<file path="config.mk">
export PLATFORM = sky130hd
export DESIGN_NAME = tile_index_to_coords
export DESIGN_NICKNAME = d
export VERILOG_FILES = /design/src/rtl/overcooked_tile_pkg.sv /design/src/rtl/tile_row_divider.sv /design/src/rtl/tile_index_to_coords.sv
export SDC_FILE = /design/constraint.sdc
export NUM_CORES = 1
export LEC_CHECK = 0
export CAP_MARGIN = 10
export CELL_PAD_IN_SITES_DETAIL_PLACEMENT = 0
export CELL_PAD_IN_SITES_GLOBAL_PLACEMENT = 1
export CORE_UTILIZATION = 35
export CTS_CLUSTER_SIZE = 24
export DETAILED_ROUTE_END_ITERATION = 16
export MAX_ROUTING_LAYER = met4
export PLACE_DENSITY = 0.84
export SYNTH_ARGS = -nofsm -noshare
export SYNTH_HDL_FRONTEND = slang
export SYNTH_HIERARCHICAL = 1
export SYNTH_SLANG_ARGS = --single-unit
</file>
<file path="constraint.sdc">
create_clock -name Clk -period 2.31 [get_ports Clk]
set_input_delay 0.3465 -clock Clk [delete_from_list [all_inputs] [get_ports Clk]]
set_output_delay 0.3465 -clock Clk [all_outputs]
set_load 0.1 [all_outputs]
</file>
<file path="src/rtl/overcooked_tile_pkg.sv">
// overcooked_tile_pkg
// Shared grid geometry for the kitchen tile map. The pixel-to-tile and
// tile-to-pixel blocks both import this package, so the two mappings
// always agree on layout.
//   - grid constants: COLS, ROWS, NUM_TILES, TILE_PX, X_ORIGIN, Y_ORIGIN
//   - widths: IDX_W (tile index / row / col), COORD_W (pixel coordinate)
//   - state_t: handshake FSM states of tile_index_to_coords
//   - tile_edge(): pixel position of a tile's leading edge along one axis
package overcooked_tile_pkg;

  localparam int COLS      = 15;
  localparam int ROWS      = 8;
  localparam int NUM_TILES = COLS * ROWS;
  localparam int TILE_PX   = 40;
  localparam int X_ORIGIN  = 20;
  localparam int Y_ORIGIN  = 100;

  localparam int IDX_W   = 7;
  localparam int COORD_W = 10;

  // Sized copies so that comparisons and arithmetic stay width-exact.
  localparam logic [IDX_W-1:0]   COLS_I      = IDX_W'(COLS);
  localparam logic [IDX_W-1:0]   NUM_TILES_I = IDX_W'(NUM_TILES);
  localparam logic [COORD_W-1:0] HALF_TILE   = COORD_W'(TILE_PX / 2);

  typedef enum logic [1:0] {
    IDLE,
    DIVIDE,
    DONE
  } state_t;

  // origin + n * TILE_PX, truncated to the coordinate width. With the default
  // grid the largest result is 580, so nothing is lost to truncation.
  function automatic logic [COORD_W-1:0] tile_edge(input logic [IDX_W-1:0] n,
                                                   input int origin);
    return COORD_W'(origin) + COORD_W'(n) * COORD_W'(TILE_PX);
  endfunction

endpackage

</file>
<file path="src/rtl/tile_row_divider.sv">
// tile_row_divider
// Iterative divide-by-COLS for a tile index. A start pulse loads the index
// into the remainder register and clears the row count; each following cycle
// subtracts COLS once while the remainder is still >= COLS. When the
// remainder drops below COLS, done is high for exactly that cycle: row holds
// the quotient and rem holds the column.
// Ports:
//   clk, rst   clock, asynchronous active-high reset
//   start      load dividend and begin (ignored bits: none)
//   dividend   tile index to split, must be < NUM_TILES
//   rem        current remainder (column once done)
//   row        current quotient (row once done)
//   done       result valid this cycle
module tile_row_divider
  import overcooked_tile_pkg::*;
(
  input  logic             clk,
  input  logic             rst,
  input  logic             start,
  input  logic [IDX_W-1:0] dividend,
  output logic [IDX_W-1:0] rem,
  output logic [IDX_W-1:0] row,
  output logic             done
);

  logic [IDX_W-1:0] rem_reg;
  logic [IDX_W-1:0] row_reg;
  logic             busy_reg;

  always_ff @(posedge clk or posedge rst) begin
    if (rst) begin
      rem_reg  <= '0;
      row_reg  <= '0;
      busy_reg <= 1'b0;
    end else if (start) begin
      rem_reg  <= dividend;
      row_reg  <= '0;
      busy_reg <= 1'b1;
    end else if (busy_reg) begin
      if (rem_reg >= COLS_I) begin
        rem_reg <= rem_reg - COLS_I;
        row_reg <= row_reg + 1'b1;
      end else begin
        // Result is consumed by the caller on this same edge.
        busy_reg <= 1'b0;
      end
    end
  end

  assign rem  = rem_reg;
  assign row  = row_reg;
  assign done = busy_reg && (rem_reg < COLS_I);

endmodule

</file>
<file path="src/rtl/tile_index_to_coords.sv">
// tile_index_to_coords
// Converts a row-major kitchen tile index into row, column, top-left pixel
// corner and centre pixel. Row/column come from tile_row_divider (one
// subtraction per cycle, no divider); this level runs the request/response
// handshake and the coordinate multiply/offset.
// Ports:
//   Clk, Reset              clock, asynchronous active-high reset
//   in_valid / in_ready     request handshake; in_ready high only in IDLE
//   tileIndex               requested tile, sampled on accept
//   out_valid / out_ready   result handshake; result held until consumed
//   rowIndex, colIndex      tile row and column
//   xCoordinate, yCoordinate top-left pixel of the tile
//   xCentre, yCentre        centre pixel of the tile
//   out_err                 requested index was outside the grid
module tile_index_to_coords
  import overcooked_tile_pkg::*;
(
  input  logic               Clk,
  input  logic               Reset,
  input  logic               in_valid,
  output logic               in_ready,
  input  logic [IDX_W-1:0]   tileIndex,
  output logic               out_valid,
  input  logic               out_ready,
  output logic [IDX_W-1:0]   rowIndex,
  output logic [IDX_W-1:0]   colIndex,
  output logic [COORD_W-1:0] xCoordinate,
  output logic [COORD_W-1:0] yCoordinate,
  output logic [COORD_W-1:0] xCentre,
  output logic [COORD_W-1:0] yCentre,
  output logic               out_err
);

  state_t           state_reg;
  logic             err_pending_reg;
  logic             accept;
  logic             in_range;
  logic             div_start;
  logic [IDX_W-1:0] div_rem;
  logic [IDX_W-1:0] div_row;
  logic             div_done;

  logic [COORD_W-1:0] x_next;
  logic [COORD_W-1:0] y_next;

  assign in_ready  = (state_reg == IDLE);
  assign accept    = in_valid && in_ready;
  assign in_range  = (tileIndex < NUM_TILES_I);
  assign div_start = accept && in_range;

  tile_row_divider u_divider (
    .clk      (Clk),
    .rst      (Reset),
    .start    (div_start),
    .dividend (tileIndex),
    .rem      (div_rem),
    .row      (div_row),
    .done     (div_done)
  );

  assign x_next = tile_edge(div_rem, X_ORIGIN);
  assign y_next = tile_edge(div_row, Y_ORIGIN);

  always_ff @(posedge Clk or posedge Reset) begin
    if (Reset) begin
      state_reg       <= IDLE;
      err_pending_reg <= 1'b0;
      out_valid       <= 1'b0;
      out_err         <= 1'b0;
      rowIndex        <= '0;
      colIndex        <= '0;
      xCoordinate     <= '0;
      yCoordinate     <= '0;
      xCentre         <= '0;
      yCentre         <= '0;
    end else begin
      case (state_reg)
        IDLE: begin
          if (accept) begin
            // Out-of-range requests also pass through DIVIDE for one cycle
            // so that every result appears at least one edge after accept.
            err_pending_reg <= !in_range;
            state_reg       <= DIVIDE;
          end
        end

        DIVIDE: begin
          if (err_pending_reg) begin
            err_pending_reg <= 1'b0;
            out_err         <= 1'b1;
            out_valid       <= 1'b1;
            rowIndex        <= '0;
            colIndex        <= '0;
            xCoordinate     <= '0;
            yCoordinate     <= '0;
            xCentre         <= '0;
            yCentre         <= '0;
            state_reg       <= DONE;
          end else if (div_done) begin
            out_valid   <= 1'b1;
            rowIndex    <= div_row;
            colIndex    <= div_rem;
            xCoordinate <= x_next;
            yCoordinate <= y_next;
            xCentre     <= x_next + HALF_TILE;
            yCentre     <= y_next + HALF_TILE;
            state_reg   <= DONE;
          end
        end

        DONE: begin
          // Data outputs intentionally keep their value after consumption.
          if (out_ready) begin
            out_valid <= 1'b0;
            out_err   <= 1'b0;
            state_reg <= IDLE;
          end
        end

        default: state_reg <= IDLE;
      endcase
    end
  end

endmodule

</file>
# After elaboration in Yosys (flattened, before gate mapping)
# Index checks and enable logic that the tools add are counted.
totals:
  register_bits: 74
  in_bits: 11
classes:
  multipliers: 2
  mux: 34
  n_addsub: 6
  n_lt_le_gt_ge: 3
  eq_ne: 6
  n_reduce_logical: 16
ops:
  columns: ["op", "n"]
  rows:
  - ["10-bit two-way mux", 8]
  - ["7-bit two-way mux", 10]
  - ["10-bit by 5-bit adder with 10-bit output, second input constant", 2]
  - ["7-bit by 3-bit multiplier with 7-bit output, second input constant", 2]
  - ["5-bit by 10-bit adder with 10-bit output, first input constant", 1]
  - ["7-bit by 10-bit adder with 10-bit output, first input constant", 1]
  - ["2-bit nonzero test", 5]
  - ["3-bit AND reduction", 3]
  - ["1-bit two-way mux", 8]
  - ["2-bit two-way mux", 4]
  - ["7-bit by 1-bit adder with 7-bit output, second input constant", 1]
  - ["7-bit by 4-bit >= comparator with 1-bit output, second input constant", 1]
  - ["7-bit by 4-bit < comparator with 1-bit output, second input constant", 1]
  - ["7-bit < comparator, second input constant", 1]
  - ["7-bit by 4-bit subtractor with 7-bit output, second input constant", 1]
  - ["1-bit case mux with 2 select lines", 3]
  - ["2-bit case mux with 3 select lines", 1]
  - ["2-bit AND reduction", 3]
  - ["2-bit inequality test, second input constant", 2]
  - ["1-bit logical AND", 3]
  - ["3-bit inequality test, second input constant", 1]
  - ["2-bit by 1-bit == test with 1-bit output, second input constant", 1]
  - ["2-bit == test, second input constant", 1]
  - ["2-bit zero test", 1]
  - ["2 further kinds", 2]

# Logic depth before layout (Yosys ltp)
logic_depth:
  word_depth: 5
  mapped_depth: 9
  depth_no_buf: 9

# Modules after synthesis
# The synthesis kept the hierarchy.
by_module_without_submodules:
  columns: ["mod", "cells_each", "instances", "seq_area_each_um2", "area_per_inst_um2"]
  rows:
  - ["tile_index_to_coords", 256, 1, 1126.1, 2516.2]
  - ["tile_row_divider", 85, 1, 375.4, 807.0]

# Worst setup path before layout
# No wires, ideal clock.
synth_timing:
  path_kind: "reg2reg"
  from: "register state_reg[0]"
  to: "register u_divider.rem_reg[1] (netlist: u_divider/rem[1])"
  setup_slack_ns: -0.478
  t_required_ns: 2.185
  setup_ns: 0.125
  path_stages_with_launch: 5
  arrival_time_ns: 2.663
  path_cell_list: "dfrtp_1 -> nor2_1 -> and3_1 -> clkbuf_1 -> mux2_2"
synth_via:
  elab_chain_len: 5
synth_lines:
  columns: ["item", "line_no", "source"]
  rows:
  - ["from (decl)", "tile_index_to_coords.sv:34", "state_t state_reg;"]
  - ["from (signal assigned)", "tile_index_to_coords.sv:66", "state_reg <= IDLE;"]
  - ["from (signal assigned)", "tile_index_to_coords.sv:83", "state_reg <= DIVIDE;"]
  - ["from (signal assigned)", "tile_index_to_coords.sv:98", "state_reg <= DONE;"]
  - ["2-bit zero test *", "tile_index_to_coords.sv:46", "assign in_ready = (state_reg == IDLE);"]
  - ["via in_ready", "tile_index_to_coords.sv:21", "output logic in_ready,"]
  - ["1-bit logical AND *", "tile_index_to_coords.sv:47", "assign accept = in_valid && in_ready;"]
  - ["1-bit logical AND *", "tile_index_to_coords.sv:49", "assign div_start = accept && in_range;"]
  - ["via div_start", "tile_index_to_coords.sv:38", "logic div_start;"]
  - ["2-bit nonzero test (no source line)", null, null]
  - ["2-bit AND reduction (no source line)", null, null]
  - ["to (signal assigned)", "tile_row_divider.sv:36", "rem_reg <= dividend;"]
  - ["to (signal assigned)", "tile_row_divider.sv:41", "rem_reg <= rem_reg - COLS_I;"]
  - ["to (decl)", "tile_row_divider.sv:26", "logic [IDX_W-1:0] rem_reg;"]
# The timed path passes the listed nets; every way through them passes the cells marked *.
# A chain may end at the register's enable or synchronous reset.

# Final worst setup path
layout_timing:
  from: "register u_divider.rem_reg[3] (netlist: u_divider/rem[3])"
  to: "register xCentre[9]"
layout_via:
  elab_chain_len: 5
layout_lines:
  columns: ["item", "line_no", "source"]
  rows:
  - ["7-bit by 3-bit multiplier with 7-bit output", "overcooked_tile_pkg.sv:36", "return COORD_W'(origin) + COORD_W'(n) * COORD_W'(TILE_PX);"]
  - ["5-bit by 10-bit adder with 10-bit output", "overcooked_tile_pkg.sv:36", null]
  - ["10-bit by 5-bit adder with 10-bit output", "tile_index_to_coords.sv:105", "xCentre <= x_next + HALF_TILE;"]
  - ["10-bit two-way mux", "tile_index_to_coords.sv:99", "end else if (div_done) begin"]
  - ["10-bit two-way mux", "tile_index_to_coords.sv:88", "if (err_pending_reg) begin"]
  - ["to (signal assigned)", "tile_index_to_coords.sv:105", null]
  - ["to (decl)", "tile_index_to_coords.sv:29", "output logic [COORD_W-1:0] xCentre,"]
# Parallel ways exist; a longest one is shown, timed or not. The select of a mux whose other input is x is not followed.

==> flow_metrics.env <==
export IMPL_worst_ep_arrival_time_ps=2500
export IMPL_antenna_found_initial=0
export IMPL_synth_seq_cells=60
export IMPL_fin_crit_sh=0.9869
export IMPL_drt_iter0_drc=79
export IMPL_cts_tree="yes"
export IMPL_final_area_um2=4337
export IMPL_synth_edf_count=0
export IMPL_htreeDepth=3
export IMPL_skew_ps=6.290
export IMPL_worst_slew_pin_slew_ps=587.9
export IMPL_layout_common_cells="75 x buf_4, 57 x dfrtp_1, 50 x nand2_1, 26 x o21ai_0, 19 x o31ai_1"
export IMPL_clock_root_buffer="clkbuf_8"
export IMPL_setup_tns_ps=0
export IMPL_seq_area_um2=1505
export IMPL_grt_pass1_vias=2500
export IMPL_drive_gt1_frac=0.2891
export IMPL_synth_area_per_cell_um2=9.745
export IMPL_drv_slew=0
export IMPL_cts_buffers=9
export IMPL_ys_warn_count=6
export IMPL_grt_pass1_wl_mm=11.96
export IMPL_drt_first_pass_iters=4
export IMPL_synth_seq_area_share=0.4518
export IMPL_hpwl_mm=5.257
export IMPL_critPathLaunchType="flip-flop"
export IMPL_multi_input_area_um2=1755
export IMPL_clockBufferDepth=2
export IMPL_core_area_um2=9240
export IMPL_globalplace_congestion=0.8440
export IMPL_fin_util=0.4693
export IMPL_period_needed_ps=2280
export IMPL_slowest_delay_ps=440
export IMPL_routed_wl_mm=7.125
export IMPL_grt_max_degree=47
export IMPL_crit_slowest_cell="dfrtp_2"
export IMPL_path_buf_inv=1
export IMPL_via_count=2617
export IMPL_async_flop_share=1.000
export IMPL_ant_nets=0
export IMPL_path_cells="buf_4 -> ha_1 -> ha_1 -> xnor2_1 -> xor2_2 -> nor3b_2 -> xor2_1 -> o21ai_1"
export IMPL_synthFlopType="dfrtp_1"
export IMPL_cp_top_family="XOR/XNOR gates"
export IMPL_crit_path_end_kind="flip-flop"
export IMPL_wl_per_cell_um=12.93
export IMPL_synth_cell_area_um2=3323
export IMPL_port_buffers=57
export IMPL_maxSlewHeadroom=0.6076
export IMPL_dieWidth_um=99.44
export IMPL_cpMostUsedCell="ha_1"
export IMPL_worstSetupPathType="reg2reg"
export IMPL_n_fill_cell=885
export IMPL_hold_violations=0
export IMPL_antenna_cells=0
export IMPL_path_clk_slew_ps=70
export IMPL_drv_cap=0
export IMPL_hold_class="in2async"
export IMPL_synthToLayoutAreaGrowth_pct=30.50
export IMPL_core_rowCount=35
export IMPL_initial_core_util=0.3596
export IMPL_placed_cell_area_um2=4025
export IMPL_netlist_instances=341
export IMPL_grtUsageTotal=0.1601
export IMPL_setup_viol=0
export IMPL_status="complete, no violations"
export IMPL_nets=452
export IMPL_crit_fanout=6
export IMPL_grt_overflow=0
export IMPL_clk_latency_ps=340
export IMPL_fin_cells=551
export IMPL_io_pins=68
export IMPL_route_detailed_drc=0
export IMPL_clock_sinks=60
export IMPL_layout_commonest_cell="buf_4"
export IMPL_die_y_um=99.44
export IMPL_die_area_um2=9888
export IMPL_rsz0062_at_grt="true"
export IMPL_max_freq_ghz=0.4386
export IMPL_cp_data_required_time_ps=2530
export IMPL_placed_cells=534
export IMPL_ys_types=38
export IMPL_via_per_inst=4.750
[final timing paths]
| path | end | depth (start not counted) | slack (ps) | start |
|---|---|---|---|---|
| worst max-delay path | xCentre[9]$_DFFE_PP0P_ | 8 | 30 | u_divider/rem[3]$_DFFE_PP0P_ |
| worst max register to register | xCentre[9]$_DFFE_PP0P_ | 8 | 30 | u_divider/rem[3]$_DFFE_PP0P_ |
| worst min-delay path | u_divider/rem[5]$_DFFE_PP0P_ | 2 | 420 | Reset |
| min in group Clk | yCoordinate[6]$_DFFE_PP0P_ | 2 | 480 | yCoordinate[6]$_DFFE_PP0P_ |
| worst min register to register | yCoordinate[6]$_DFFE_PP0P_ | 2 | 480 | yCoordinate[6]$_DFFE_PP0P_ |
| max in group asynchronous | colIndex[6]$_DFFE_PP0P_ | 3 | 1410 | Reset |
[per-stage QoR]
stage / hold WS (ps) / worst slack, ps
after floorplan: 247.8 / 9.403
after global placement: 465.1 / 30.72
after detailed placement: 472.0 / 3.494
after CTS: 437.4 / 9.406
after global routing: 491.3 / -125.8
final: 423.0 / 30.19
[synth_stat cells (all sizes together) (10+ instances only)]
cell / instances / area share
dfrtp: 60 / 0.45
nand2: 50 / 0.056
o21ai: 35 / 0.053
ha: 22 / 0.083
buf: 19 / 0.041
o31ai: 19 / 0.043
inv: 17 / 0.019
a21oi: 13 / 0.020
xnor2: 13 / 0.034
nand2b: 12 / 0.023
clkbuf: 10 / 0.011
nor2: 10 / 0.011
xor2: 10 / 0.026
[cell families (layout without fill, tap and decap cells)]
family	Yosys count	after routing	synth area share
flops	60	60	0.4518
simple gates	102	102	0.1476
buf+inv	46	118	0.07154
fa+ha+maj	24	24	0.09488
xor+xnor	25	25	0.07417
other cells	1	10	0.001128
mux	7	7	0.02221
compound gates	76	76	0.1367
[layer usage]
| layer | track usage | wire (um) |
|---|---|---|
| met1 | 0.2143 | 3555 |
| met3 | 0.03303 | 281 |
| met2 | 0.2340 | 3168 |
| met5 | - | 0 |
| met4 | 0.07127 | 119 |
[worst reg2reg max path, stage by stage (launching register included)]
cell,delay [ps]
dfrtp_2,440
buf_4,170
ha_1,290
ha_1,340
xnor2_1,330
xor2_2,170
nor3b_2,200
xor2_1,160
o21ai_1,80
[area by class of cell]
cell class                 count  area share
multi-input combinational    244      0.4048
sequential                    60      0.3471
timing repair buffer          85      0.1529
clock buffer                  12     0.03808
tap                          129     0.03722
inverter                      17     0.01471
clock inverter                 4    0.005193
[repair_timing]
| item | CTS | global route |
|---|---|---|
| buffers inserted | 1 | 0 |
| pin swaps | 5 | 9 |
| resized for setup | 2 | 18 |
| hold endpoints to repair | 0 | 0 |
| endpoints found under the setup margin | 2 | 6 |
| hold buffers | 0 | 0 |
Power is left out: the tool's default activity adds up to more than one toggle a clock period on the data nets, which glitch-free logic cannot reach.
